===== src/rtl/mux_array_pkg.sv =====
// Shared constants for the word-wide registered 2:1 mux array.
package mux_array_pkg;

    localparam int DEF_WIDTH = 4;

endpackage


===== src/rtl/mux_array_mux2_bit.sv =====
// Single-bit combinational 2:1 mux; X on sel propagates via plain ?:.
module mux2_bit (
    input  logic a,
    input  logic b,
    input  logic sel,
    output logic y
);

    assign y = sel ? b : a;

endmodule


===== src/rtl/mux_array.sv =====
// WIDTH-bit 2:1 mux array with one registered output stage.
module mux_array
    import mux_array_pkg::*;
#(
    parameter int WIDTH = DEF_WIDTH
) (
    input  logic             clk,
    input  logic             rst,
    input  logic [WIDTH-1:0] a,
    input  logic [WIDTH-1:0] b,
    input  logic             sel,
    output logic [WIDTH-1:0] o
);

    logic [WIDTH-1:0] mux_y;
    logic [WIDTH-1:0] o_d;
    logic [WIDTH-1:0] o_q;

    for (genvar i = 0; i < WIDTH; i++) begin : g_bit
        mux2_bit u_mux (
            .a   (a[i]),
            .b   (b[i]),
            .sel (sel),
            .y   (mux_y[i])
        );
    end

    // Reset wins over any data input at the same edge.
    always_comb begin
        o_d = mux_y;
        if (rst) begin
            o_d = '0;
        end
    end

    always_ff @(posedge clk) begin
        o_q <= o_d;
    end

    assign o = o_q;

endmodule


===== config.mk =====
export PLATFORM = sky130hd
export DESIGN_NAME = mux_array
export DESIGN_NICKNAME = d
export VERILOG_FILES = /design/src/rtl/mux_array_pkg.sv /design/src/rtl/mux_array_mux2_bit.sv /design/src/rtl/mux_array.sv
export SDC_FILE = /design/constraint.sdc
export NUM_CORES = 1
export LEC_CHECK = 0
export ABC_AREA = 1
export BUFFER_PORTS_ARGS = -buffer_cell sky130_fd_sc_hd__buf_2
export CAP_MARGIN = 15
export CELL_PAD_IN_SITES_DETAIL_PLACEMENT = 0
export CELL_PAD_IN_SITES_GLOBAL_PLACEMENT = 1
export CORE_AREA = 5 5 42 44
export DETAILED_ROUTE_END_ITERATION = 10
export DIE_AREA = 0 0 47 49
export GPL_ROUTABILITY_DRIVEN = 0
export MAX_ROUTING_LAYER = met4
export PLACE_DENSITY = 0.5
export SYNTH_ARGS = -nofsm -noshare
export SYNTH_HDL_FRONTEND = slang
export SYNTH_SLANG_ARGS = --single-unit

===== constraint.sdc =====
create_clock -name clk -period 0.8 [get_ports clk]
set_input_delay 0.2 -clock clk [delete_from_list [all_inputs] [get_ports clk]]
set_output_delay 0.2 -clock clk [all_outputs]
set_load 0.02 [all_outputs]

==> results of run 1 <==
[tightest hold or removal path: stages]
cell and delay, ns:
buf_2 0.08, nor2_1 0.03, nor2_1 0.08
[cells in the final DEF, fill, tap and decap left out]
cell	count
clkbuf_4	3
buf_6	4
nand2_1	8
buf_2	10
nor2_2	1
inv_2	1
dfxtp_2	4
nor2_1	7
inv_1	4
[metrics by stage]
step	cell area [um2]	total power, W	setup TNS, ns	utilization
after floorplan	173	0.000274	0	-
after global placement	251	0.000311	0	0.179
after detailed placement	251	0.000311	0	0.179
after CTS	304	0.000591	-0.268	0.217
after global routing	304	0.000624	-0.331	0.217
final	304	0.000574	-0.219	0.217
[how the worst max path moves through the flow]
stage / end / slack (ns)
floorplan: o[0] / 0.20
finish: o[1] / -0.06
global placement: o[3] / 0.15
CTS: o[1] / -0.07
global route: o[1] / -0.09
detailed placement: o[1] / 0.15
[power groups by stage]
| stage | sequential (W) | combinational, W | clock [W] |
|---|---|---|---|
| after floorplan | 0.000239 | 0.0000347 | 0 |
| after global placement | 0.000220 | 0.0000906 | 0 |
| after detailed placement | 0.000220 | 0.0000914 | 0 |
| after CTS | 0.000223 | 0.000107 | 0.000260 |
| after global routing | 0.000225 | 0.000118 | 0.000281 |
| final | 0.000223 | 0.000106 | 0.000245 |
[cell type report]
type,instances,area (um2)
inverter,5,18.8
tap,16,20.0
clock buffer,3,22.5
sequential,4,85.1
fill,174,1100
timing repair buffer,14,95.1
multi-input combinational,16,62.6
[cell families after synthesis]
| family | share of synthesized area |
|---|---|
| buf+inv | 0.174 |
| flops | 0.464 |
| simple gates | 0.362 |
[per-layer routing]
metal  up-vias  wire [um]  part of all wire  GRT usage
met1        70        174              0.39     0.0439
met3         0         58              0.13     0.0221
li1        105          -                 -          -
met5         -          0                 0          -
met4         0          0                 0     0.0691
met2         9        208              0.47     0.0588
==> results_dict.tcl, run 1 <==
set metrics [dict create \
    status "finished with violations" \
    violations "negative setup slack" \
    nets 55 \
    hold_slack_ns 0.191 \
    rsz0062_at_grt "true" \
    post-place-ws_ns 0.151 \
    hp-start "a[0]" \
    synth_top_area_frac 0.464 \
    vias_per_cell 3.17 \
    relSlewSlack 0.904 \
    setup_ws_ns -0.0562 \
    ctsResizeCount 12 \
    crit_chain "buf_6" \
    port_buffers 14 \
    die_y_um 49 \
    clk_pin_slew_ns 0.04 \
    yosysUniqueCellTypes 7 \
    drc_errors 0 \
    clkPwrFrac 0.427 \
    io_pins 15 \
    crit_path_end_kind "output pin" \
    drive_gt1_frac 0.548 \
    power.leakage_nw 0.176 \
    synth_area_leader_cell "dfxtp_1" \
    swShare 0.234 \
    cts_inserted_buffers 3 \
    critical_path.max_stage_delay_ns 0.31 \
    cts_tree "yes" \
    num_vias 184 \
    crit_path_start "o[1]" \
    cp_slowest_cell "dfxtp_2" \
    grt_max_degree 9 \
    numClockSinks 4 \
    critPathTopFamily "flip-flops" \
    cap_violations 0 \
    post_cts_buffers 0 \
    hold_violations 0 \
    diodes 0 \
    synth-seq-area-share 0.464 \
    p_int_w 0.000440 \
    worst-path-max-fanout 1 \
    synthesis.area_um2 173 \
    grt_pass1_wl_um 690 \
    drv_slew 0 \
    ant_nets 0 \
    grt_pass1_vias 198 \
    p_switching_w 0.000134 \
    path_depth 1 \
    hp-class "primary input to register" \
    max-vdd-ir-drop_mv 0.258 \
    synth-edff-count 0 \
    root_buffer "clkbuf_4" \
    grt_usage 0.0483 \
    syn_avg_cell_area_um2 6.64 \
    critPathLaunchType "register" \
    initial_utilization 0.123 \
    cp_data_required_time_ns 0.60 \
    p_per_area_nw_per_um2 1890 \
    routedWlPerCell_um 7.62 \
    cts_hold_buf 0 \
    synth-seq-cells 4 \
    finalCritPeriodShare 1.07 \
    die_x_um 47 \
    dp.cells 55 \
    antenna_found_initial 0 \
    yosys-top-cells-area "dfxtp_1, nand2_1, nor2_1" \
    crit_buf_inv 1 \
    async_flop_share 0 \
    largest_reg_flops 4 \
    yosysWarnings 0 \
    h-tree-depth 1 \
    synth_common_cells "nand2_1, nor2_1, dfxtp_1, inv_1" \
    holdPathEnd "o[0]" \
    first_pass_iters 2 \
    dieArea_um2 2300 \
    synthCells 26 \
    drt-initial-drc-count 3 \
    cp_data_arrival_time_ns 0.66 \
    area_growth_pct 76.1 \
    cts_buffer_depth 2 \
    grt_overflow 0 \
    wl_um 442 \
    syn_nets 37 \
    power_frac_comb 0.184 \
    period_minus_slack_ns 0.856 \
    pwr-share-seq 0.389 \
    min_path_cells 3 \
    tightest_slew_ns 0.144 \
    fmax_mhz 1170 \
    rows 14 \
    synth_ff_type "dfxtp_1" \
    layout.cells.non_filler 58 \
    synth_most_common_cell "nand2_1" \
    setup_violations 4 \
    worst-setup-path-type "register to output pin" \
    core_area_um2 1400 \
]
Power figures use the tool's default switching activity.
==> run 2, diff against run 1 <==
--- a/config.mk
+++ b/config.mk
@@ -5,7 +5,6 @@
 export SDC_FILE = /design/constraint.sdc
 export NUM_CORES = 1
 export LEC_CHECK = 0
-export ABC_AREA = 1
 export BUFFER_PORTS_ARGS = -buffer_cell sky130_fd_sc_hd__buf_2
 export CAP_MARGIN = 15
 export CELL_PAD_IN_SITES_DETAIL_PLACEMENT = 0
@@ -15,7 +14,7 @@
 export DIE_AREA = 0 0 47 49
 export GPL_ROUTABILITY_DRIVEN = 0
 export MAX_ROUTING_LAYER = met4
-export PLACE_DENSITY = 0.5
+export PLACE_DENSITY = 0.43
 export SYNTH_ARGS = -nofsm -noshare
 export SYNTH_HDL_FRONTEND = slang
 export SYNTH_SLANG_ARGS = --single-unit
==> run 2 against run 1 <==
  * The run still ends with negative setup slack left
  * Final cell count shrank 22%
  * Wire length is 16% lower
  * Critical path type unchanged
  * Highest routed layer is now met4
  * Sequential share of layout area is 2.6 points higher
  * Non-clock buffer count unchanged
  * Combinational power down 11%
==> results_dict.tcl, run 2 <==
set metrics [dict create \
    status "finished with violations" \
    violations "negative setup slack" \
    nets 42 \
    grt_pass1_wl_um 565 \
    crit_buf_inv 1 \
    synth_area_leader_cell "dfxtp_1" \
    hold_violations 0 \
    cp_slowest_cell "dfxtp_2" \
    power.leakage_nw 0.143 \
    async_flop_share 0 \
    critical_path.max_stage_delay_ns 0.31 \
    synth-edff-count 0 \
    layout.cells.most_common "buf_2" \
    grt_usage 0.0383 \
    die_y_um 49 \
    setup_violations 4 \
    p_switching_w 0.000121 \
    clk_pin_slew_ns 0.04 \
    mostFrequentLayoutCells "buf_2, mux2i_1, nor2_1, dfxtp_2, buf_6" \
    core_area_um2 1400 \
    h-tree-depth 1 \
    post_cts_buffers 0 \
    cp_data_required_time_ns 0.60 \
    synth-seq-area-share 0.571 \
    largest_reg_flops 4 \
    period_minus_slack_ns 0.856 \
    cap_violations 0 \
    fmax_mhz 1170 \
    dp.cells 42 \
    p_int_w 0.000437 \
    grt_pass1_vias 176 \
    cts_inserted_buffers 3 \
    synth-seq-cells 4 \
    drc_errors 0 \
    dpl_cell_area_um2 225 \
    die_x_um 47 \
    synth_top_area_frac 0.571 \
    rows 14 \
    drt-initial-drc-count 0 \
    drive_gt1_frac 0.724 \
    synth_common_cells "dfxtp_1, mux2i_1, nor2_1, clkbuf_2" \
    initial_utilization 0.100 \
    num_vias 150 \
    io_pins 15 \
    syn_nets 24 \
    power_frac_comb 0.169 \
    root_buffer "clkbuf_4" \
    yosysWarnings 0 \
    p_per_area_nw_per_um2 2010 \
    setup_ws_ns -0.0563 \
    worst-setup-path-type "register to output pin" \
    hp-class "primary input to register" \
    setup-tns-final_ns -0.218 \
    finalCritPeriodShare 1.07 \
    numClockSinks 4 \
    cts_buffer_depth 2 \
    cts_hold_buf 0 \
    critPathLaunchType "register" \
    ctsResizeCount 12 \
    diodes 0 \
    drv_slew 0 \
    layout.cells.non_filler 45 \
    cts_tree "yes" \
    vias_per_cell 3.33 \
    synthCells 13 \
    routedWlPerCell_um 8.29 \
    antenna_found_initial 0 \
    critPathTopFamily "flip-flops" \
    rsz0062_at_grt "true" \
    first_pass_iters 1 \
    ant_nets 0 \
    clkPwrFrac 0.432 \
    crit_path_end_kind "output pin" \
    crit_chain "buf_6" \
    port_buffers 14 \
    worst-path-max-fanout 1 \
    synth_ff_type "dfxtp_1" \
    syn_avg_cell_area_um2 10.8 \
    pwr-share-seq 0.399 \
    synthesis.area_um2 140 \
    tightest_slew_ns 0.142 \
    dieArea_um2 2300 \
    cp_data_arrival_time_ns 0.66 \
    yosysUniqueCellTypes 4 \
    area_growth_pct 98.2 \
    stdcell_area_um2 278 \
    relSlewSlack 0.903 \
    swShare 0.217 \
    yosys-top-cells-area "dfxtp_1, mux2i_1, nor2_1" \
    grt_overflow 0 \
    grt_max_degree 5 \
    max-vdd-ir-drop_mv 0.276 \
    wl_um 373 \
]
==> run 2: power by group through the flow <==
| stage | Sequential (W) | Clock (W) | Combinational (W) |
|---|---|---|---|
| floorplan | 0.000238 | 0 | 0.0000226 |
| global placement | 0.000219 | 0 | 0.0000797 |
| detailed placement | 0.000220 | 0 | 0.0000816 |
| CTS | 0.000223 | 0.000258 | 0.0000967 |
| global route | 0.000223 | 0.000266 | 0.000103 |
| finish | 0.000223 | 0.000241 | 0.0000944 |
==> run 2: final timing paths <==
check             startpoint  endpoint  cells past startpoint
hold / removal           rst      o[0]                      2
setup / recovery        o[1]      o[1]                      1
==> run 2: metal layers <==
layer,wire length (um),global-route usage,share of wire,vias to the layer above
met3,68,0,0.18,2
li1,-,-,-,74
met4,16,0.0691,0.043,0
met1,157,0.0396,0.42,58
met2,131,0.0452,0.35,16
met5,0,-,0,-
==> run 2: kinds of logic (layout without fill, tap and decap cells) <==
logic type	Yosys count	after routing	synth area share
buffers and inverters	1	17	0.0357
flip-flops	4	4	0.571
multiplexers	4	4	0.286
AND/OR/NAND/NOR	4	4	0.107
==> run 2: final cells by class <==
type,count,area [um2]
multi-input combinational,8,55.1
timing repair buffer,14,95.1
fill,168,1120
tap,16,20.0
clock buffer,3,22.5
sequential,4,85.1
==> run 2: per-stage QoR <==
step	power [W]	utilization	setup slack (ns)	hold slack, ns
2_1_floorplan	0.000260	-	0.122	0.272
3_3_place_gp	0.000299	0.161	0.0785	0.414
3_5_place_dp	0.000301	0.161	0.0603	0.412
4_1_cts	0.000577	0.198	-0.0679	0.157
5_1_grt	0.000592	0.198	-0.0754	0.174
6_report	0.000558	0.198	-0.0563	0.165
==> run 3, diff against run 2 <==
==> constraint.sdc (replaced) <==
create_clock -name clk -period 0.8 [get_ports clk]
set_input_delay 0.2 -clock clk [delete_from_list [all_inputs] [get_ports clk]]
set_output_delay 0.2 -clock clk [all_outputs]
set_load 0.05 [all_outputs]
==> run 3 against run 2 <==
  * Combinational power rose by 43%
  * The flow still finishes with violations (negative setup slack)
  * Worst hold slack got worse by 0.0081 ns
  * Sequential power barely moved
  * Core utilization rose by 1.1 points
  * Sequential share of layout area fell by 1.6 points
  * Critical path depth did not move
  * Total power rose by 9.8%
  * Flip-flop and latch count did not move
  * Critical endpoint unchanged
  * Die area did not move
  * Largest cell class unchanged
  * Via count rose by 2.7%
  * Design area rose by 5.4%
  * Highest routed layer is now met3
==> results_dict.tcl, run 3 (synthesized netlist as in run 2, its figures left out) <==
set metrics [dict create \
    initial_utilization 0.100 \
    status "finished with violations" \
    nets 42 \
    finalCritPeriodShare 1.12 \
    p_per_area_nw_per_um2 2090 \
    setup_ws_ns -0.0999 \
    cts_tree "yes" \
    grt_pass1_vias 170 \
    area_growth_pct 109 \
    critPathTopFamily "flip-flops" \
    antenna_found_initial 0 \
    mostFrequentLayoutCells "buf_2, mux2i_1, nor2_1, dfxtp_2, buf_8" \
    relSlewSlack 0.905 \
    layout.cells.non_filler 45 \
    critPathLaunchType "register" \
    drt-initial-drc-count 6 \
    wl_um 389 \
    dieArea_um2 2300 \
    port_buffers 14 \
    worst-setup-path-type "register to output pin" \
    critical_path.max_stage_delay_ns 0.32 \
    root_buffer "clkbuf_4" \
    worst-path-max-fanout 1 \
    setup_violations 4 \
    holdPathEnd "o[1]" \
    max-vdd-ir-drop_mv 0.657 \
    hp-class "primary input to register" \
    cap_violations 0 \
    cp_data_arrival_time_ns 0.70 \
    io_pins 15 \
    period_minus_slack_ns 0.900 \
    die_x_um 47 \
    routedWlPerCell_um 8.64 \
    largest_reg_flops 4 \
    crit_chain "buf_8" \
    cts_inserted_buffers 3 \
    layout.cells.most_common "buf_2" \
    hold_violations 0 \
    tightest_slew_ns 0.138 \
    grt_usage 0.0441 \
    vias_per_cell 3.42 \
    rows 14 \
    grt_pass1_wl_um 648 \
    h-tree-depth 1 \
    ant_nets 0 \
    drv_slew 0 \
    die_y_um 49 \
    violations "negative setup slack" \
    cp_slowest_cell "dfxtp_2" \
    first_pass_iters 4 \
    num_vias 154 \
    numClockSinks 4 \
    core_area_um2 1400 \
    cp_data_required_time_ns 0.60 \
    hp-start "rst" \
    diodes 0 \
    drive_gt1_frac 0.724 \
    grt_max_degree 5 \
    setup-tns-final_ns -0.389 \
    crit_path_end_kind "output pin" \
    rsz0062_at_grt "true" \
    power.leakage_nw 0.148 \
    dp.cells 42 \
    crit_buf_inv 1 \
    cts_buffer_depth 2 \
    grt_overflow 0 \
    min_path_cells 2 \
    clk_pin_slew_ns 0.04 \
    drc_errors 0 \
    fmax_mhz 1110 \
]
run 3: layer usage:
layer | track usage | wire [um] | part of all wire
met4 | 0.0415 | 0 | 0
met3 | 0.0332 | 91 | 0.23
met5 | - | 0 | 0
met1 | 0.0529 | 170 | 0.44
met2 | 0.0430 | 127 | 0.33
run 3: what timing repair did:
| item | CTS | global route |
|---|---|---|
| endpoints found under the setup margin | 4 | 4 |
| setup buffers | 0 | 0 |
| hold buffers | 0 | 0 |
| resized for setup | 16 | 0 |
run 3: worst max-delay path by stage:
stage          startpoint    to  cells past startpoint
2_1_floorplan        o[0]  o[0]                      0
3_3_place_gp         o[2]  o[2]                      1
3_5_place_dp         o[1]  o[1]                      1
4_1_cts              o[1]  o[1]                      1
5_1_grt              o[0]  o[0]                      1
6_report             o[1]  o[1]                      1
run 3: power breakdown:
| group | total (W) | internal [W] | leakage (nW) | switching [W] |
|---|---|---|---|---|
| combinational | 0.000135 | 0.0000639 | 0.100 | 0.0000716 |
| clock | 0.000252 | 0.000168 | 0.0138 | 0.0000845 |
| sequential | 0.000225 | 0.000217 | 0.0344 | 0.00000838 |
run 3: through the flow:
stage                     hold WS (ns)  total power (W)  instance area [um2]  worst slack (ns)   util
after global placement           0.412         0.000329                  225            0.0648  0.161
after floorplan                  0.272         0.000291                  140            0.0127      -
final                            0.157         0.000613                  293           -0.0999  0.209
after detailed placement         0.405         0.000331                  225            0.0448  0.161
after global routing             0.169         0.000646                  293            -0.127  0.209
after CTS                        0.145         0.000627                  293            -0.117  0.209
run 3: cell type report:
type | count | area [um2]
well taps | 16 | 20.0
repair buffers | 14 | 110
multi-input cells | 8 | 55.1
clock buffers | 3 | 22.5
fillers | 162 | 1110
flip-flops and latches | 4 | 85.1
